==> src/rtl/conv_sum_ctrl.sv <==
// Multi-operand accumulator. Sums INPUT_NUM signed operands per beat over a job of cfg_len beats.
// Define CONV_SUM_SAT_EN to clamp the accumulator after every beat; otherwise it wraps modulo 2^WIDTH.
module conv_sum_ctrl #(
  parameter int WIDTH     = 32,
  parameter int INPUT_NUM = 4,
  parameter int LEN_W     = 8
) (
  input  logic                       clk,
  input  logic                       rst,
  input  logic                       start,
  input  logic [LEN_W-1:0]           cfg_len,
  input  logic                       in_valid,
  output logic                       in_ready,
  input  logic [INPUT_NUM*WIDTH-1:0] in_data,
  output logic                       out_valid,
  input  logic                       out_ready,
  output logic [WIDTH-1:0]           out_data,
  output logic                       busy
);

  localparam int LOG2N = $clog2(INPUT_NUM);
`ifdef CONV_SUM_SAT_EN
  localparam int SUM_W = WIDTH + LOG2N;
  localparam int EXT_W = SUM_W + 1;
  localparam logic signed [EXT_W-1:0] SAT_MAX = {{(EXT_W-WIDTH+1){1'b0}}, {(WIDTH-1){1'b1}}};
  localparam logic signed [EXT_W-1:0] SAT_MIN = {{(EXT_W-WIDTH+1){1'b1}}, {(WIDTH-1){1'b0}}};
`else
  // The wrapped result only depends on the low WIDTH bits, so the growth bits are never formed.
  localparam int SUM_W = WIDTH;
`endif

  typedef enum logic [1:0] {
    IDLE  = 2'd0,
    ACCUM = 2'd1,
    DONE  = 2'd2
  } state_t;

  state_t             state_q, state_d;
  logic [WIDTH-1:0]   acc_q, acc_d;
  logic [LEN_W-1:0]   cnt_q, cnt_d;
  logic [LEN_W-1:0]   len_q, len_d;
  logic [LEN_W-1:0]   cnt_inc;
  logic [WIDTH-1:0]   acc_beat;

  logic signed [SUM_W-1:0] opnd_ext [INPUT_NUM];
  logic signed [SUM_W-1:0] beat_sum;

  genvar gi;
  generate
    for (gi = 0; gi < INPUT_NUM; gi++) begin : g_opnd
      if (SUM_W > WIDTH) begin : g_sext
        assign opnd_ext[gi] = {{(SUM_W-WIDTH){in_data[gi*WIDTH+WIDTH-1]}}, in_data[gi*WIDTH +: WIDTH]};
      end else begin : g_plain
        assign opnd_ext[gi] = in_data[gi*WIDTH +: WIDTH];
      end
    end
  endgenerate

  always_comb begin
    beat_sum = '0;
    for (int i = 0; i < INPUT_NUM; i++) begin
      beat_sum = beat_sum + opnd_ext[i];
    end
  end

`ifdef CONV_SUM_SAT_EN
  logic signed [EXT_W-1:0] acc_ext;
  logic signed [EXT_W-1:0] acc_sext;
  logic signed [EXT_W-1:0] beat_sext;

  always_comb begin
    acc_sext  = {{(EXT_W-WIDTH){acc_q[WIDTH-1]}}, acc_q};
    beat_sext = {beat_sum[SUM_W-1], beat_sum};
    acc_ext   = acc_sext + beat_sext;
    if (acc_ext > SAT_MAX) begin
      acc_beat = SAT_MAX[WIDTH-1:0];
    end else if (acc_ext < SAT_MIN) begin
      acc_beat = SAT_MIN[WIDTH-1:0];
    end else begin
      acc_beat = acc_ext[WIDTH-1:0];
    end
  end
`else
  assign acc_beat = acc_q + beat_sum;
`endif

  assign cnt_inc = cnt_q + LEN_W'(1);

  always_comb begin
    state_d = state_q;
    acc_d   = acc_q;
    cnt_d   = cnt_q;
    len_d   = len_q;
    case (state_q)
      IDLE: begin
        if (start && (cfg_len != '0)) begin
          len_d   = cfg_len;
          acc_d   = '0;
          cnt_d   = '0;
          state_d = ACCUM;
        end
      end
      ACCUM: begin
        if (in_valid) begin
          acc_d = acc_beat;
          cnt_d = cnt_inc;
          if (cnt_inc == len_q) begin
            state_d = DONE;
          end
        end
      end
      DONE: begin
        if (out_ready) begin
          state_d = IDLE;
        end
      end
      default: state_d = IDLE;
    endcase
  end

  always_ff @(posedge clk) begin
    if (rst) begin
      state_q <= IDLE;
      acc_q   <= '0;
      cnt_q   <= '0;
      len_q   <= '0;
    end else begin
      state_q <= state_d;
      acc_q   <= acc_d;
      cnt_q   <= cnt_d;
      len_q   <= len_d;
    end
  end

  // The accumulator is frozen in DONE, so it doubles as the held result.
  assign in_ready  = (state_q == ACCUM);
  assign out_valid = (state_q == DONE);
  assign out_data  = out_valid ? acc_q : '0;
  assign busy      = (state_q != IDLE);

endmodule
==> config.mk <==
export PLATFORM = sky130hd
export DESIGN_NAME = conv_sum_ctrl
export DESIGN_NICKNAME = d
export VERILOG_FILES = /design/src/rtl/conv_sum_ctrl.sv
export SDC_FILE = /design/constraint.sdc
export NUM_CORES = 1
export LEC_CHECK = 0
export ABC_AREA = 1
export CAP_MARGIN = 15
export CORE_UTILIZATION = 40
export CTS_BUF_LIST = sky130_fd_sc_hd__clkbuf_16
export CTS_CLUSTER_DIAMETER = 40
export DETAILED_ROUTE_END_ITERATION = 10
export GPL_TIMING_DRIVEN = 0
export HOLD_SLACK_MARGIN = 0.12
export PLACE_DENSITY = 0.69
export SYNTH_ARGS = -nofsm -noshare
export SYNTH_HDL_FRONTEND = slang
export SYNTH_SLANG_ARGS = --single-unit
==> constraint.sdc <==
create_clock -name clk -period 7.45 [get_ports clk]
set_input_delay 1.49 -clock clk [delete_from_list [all_inputs] [get_ports clk]]
set_output_delay 1.49 -clock clk [all_outputs]
set_load 0.02 [all_outputs]
==> reports/metrics.cfg <==
[final_layout]
diodes=0
final_core_util=0.5308
drive_above_1_share=0.07870
design_area_mm2=0.01003
fin_nets=1650
area_growth_pct=28.40

[route]
routed_wl_um=19000
ant_nets=0
wl_per_cell_um=11.55
drt_iter0_drc=312
dr.pass1.iters=6
via_per_inst=4.452
vias=7323
drc=0

[global_routing]
antenna_found_initial=0
grt_pass1_wl_um=32590
grt.overflow.total=0
met3_usage=0.03375
grt.busiest_layer=met2
grt_pass1_vias=7174
grt_max_degree=19
grt_use_total=0.2023
met1_usage=0.2522
grt_use_met2=0.3627

[clock_network]
cts-buffers-inserted=5
clockBufferDepth=2
insertion_delay_ps=310
cts_tree=built
clock_sinks=50
clk_pin_slew_ps=80
htreeDepth=2
cts_setup_buffers=0
cts-resized-gates=0
cts_hold_buf=0
cts-root-buf=clkbuf_16

[run]
cap_violations=0

[die]
coreArea_mm2=0.01889
die_h_um=141.7
ios=176
start_util=0.4134
num_rows=50
dieArea_mm2=0.02009
fp.dieW_um=141.7

[placed_design]
io_buffers=174
dp_hpwl_um=16410
place_congestion=0.9104
place_area_mm2=0.009877

[yosys]
ys_types=36
async_reset_ff_frac=0
synth.most_common_cell=inv_1
seq_area_frac_synth=0.1282
synth_fp_nets=1469
synth_seq_cells=50
syn_inst=1203
synth_top_cell_area_share=0.2358
netlist_area_mm2=0.007810
yosys_warnings=0
synth_largest_area_cell=fa_1
synth_common_cells=inv_1 (416), nand2_1 (243), fa_1 (92)
avgSynthCellArea_um2=6.492
synthTopCellsByArea=fa_1 (24%), inv_1 (20%), dfxtp_1 (13%)
synth_edf_count=0
synth_ff_type=dfxtp_1

[worst_setup_path]
required_ps=7690
critPathArrivalTime_ps=5490
cp_max_fo=6
path_class=in -> reg
critical_path.cell_chain=clkdlybuf4s50_1 -> inv_1 -> fa_1 -> fa_1 -> fa_1 -> inv_1 -> ha_1 -> fa_1 -> nand3_1 -> nand3_1 -> nand2_1 -> nand3_1 -> nand2_1 -> nand3_1 -> nand2_1 -> nand3_1 -> a21oi_2
setup.worst_path.start_class=primary input
cp_top_family=adder cells
slowest_delay_ps=570
endpoint_kind=flip-flop
crit_buf_inv=3
worst_path_max_delay_cell=fa_1
cpMostUsedCell=nand3_1

[timing]
hold_ws_ps=463.0
slew-limit-headroom=0.4249
fin_tns_setup_ps=0
setup-violations-final=0
finalMaxSlewViolations=0
rsz0062_at_grt=no
skew_ps=6.461
period_minus_slack_ps=5241
fmax_mhz=190.8
worstMarginPinSlew_ps=862.7
fin_crit_sh=0.7035
hold_viol=0

[status]
status=finished clean

[hold_path]
hp-class=reg -> reg

[power_and_ir_drop]
p_leak_nw=5.358
power.density_mw_per_mm2=244.2
ir_drop_mv=0.1030

## routing by layer
layer	vias to the layer above	wire, um	share of wire
met4	0	254	0.013
li1	3813	-	-
met1	3304	8543	0.45
met5	-	0	0
met2	182	9299	0.49
met3	24	901	0.047
## registers in the layout, indices dropped and copies added (netlist names)
register / flops
acc_q: 32
cnt_q: 8
len_q: 8
state_q: 2
## stage by stage
step	cells	power, mW	worst slack, ps
floorplan	1203	1.723	2827
CTS	1645	2.462	2230
detailed placement	1637	2.197	1914
global placement	1637	2.174	1935
global route	1645	2.762	1948
finish	1645	2.449	2209
## worst paths after layout
path	slack, ps	start	to	cells past startpoint
max	2210	in_data[1]	acc_q[25]	17
min	460	len_q[0]	len_q[0]	2
max reg2reg	4500	acc_q[1]	acc_q[25]	14
min reg2reg	460	len_q[0]	len_q[0]	2
## tightest hold or removal path, cell delays in order, from the launching register on
cell and delay, ps:
dfxtp_1 320, inv_1 50, a21oi_1 50
## layout by cell type, fill, tap and decap left out, types with 3 or more instances in the layout
| cell | instances |
|---|---|
| a21oi_1 | 49 |
| a21oi_2 | 26 |
| and2_1 | 3 |
| buf_2 | 5 |
| clkbuf_1 | 8 |
| clkbuf_16 | 5 |
| clkdlybuf4s50_1 | 174 |
| dfxtp_1 | 50 |
| fa_1 | 92 |
| ha_1 | 33 |
| inv_1 | 416 |
| inv_2 | 7 |
| nand2_1 | 243 |
| nand2_2 | 32 |
| nand3_1 | 65 |
| nand3_2 | 8 |
| nand3b_1 | 4 |
| nand4_1 | 13 |
| nor2_1 | 74 |
| nor2_2 | 9 |
| nor2_4 | 3 |
| nor3_1 | 6 |
| o21ai_0 | 33 |
| xnor2_1 | 4 |
| xor2_1 | 3 |
## report_power, final
| part | internal (mW) | switching (mW) |
|---|---|---|
| Sequential | 0.305 | 0.0231 |
| Combinational | 0.670 | 1.20 |
| Clock | 0.128 | 0.127 |
| Total | 1.10 | 1.35 |
## cells by family (layout without fill, tap and decap cells)
logic type | count (synthesis) | after routing | share of synthesized area
flip-flops | 50 | 50 | 0.1282
adder cells (fa/ha/maj) | 125 | 125 | 0.2887
AO/OA/AOI/OAI | 114 | 114 | 0.08715
buffers and inverters | 440 | 622 | 0.2174
AND/OR/NAND/NOR | 467 | 467 | 0.2707
XOR/XNOR | 7 | 7 | 0.007850
## final cells by class
class | instances | area (um^2)
multi-input combinational | 713 | 5111
inverter | 424 | 1597
fill | 1903 | 8865
clock buffer | 5 | 125.1
clock inverter | 3 | 26.28
sequential | 50 | 1001
tap | 260 | 325.3
timing repair buffer | 174 | 1742
buffer | 16 | 101.3
(Power assumes the default switching activity.)
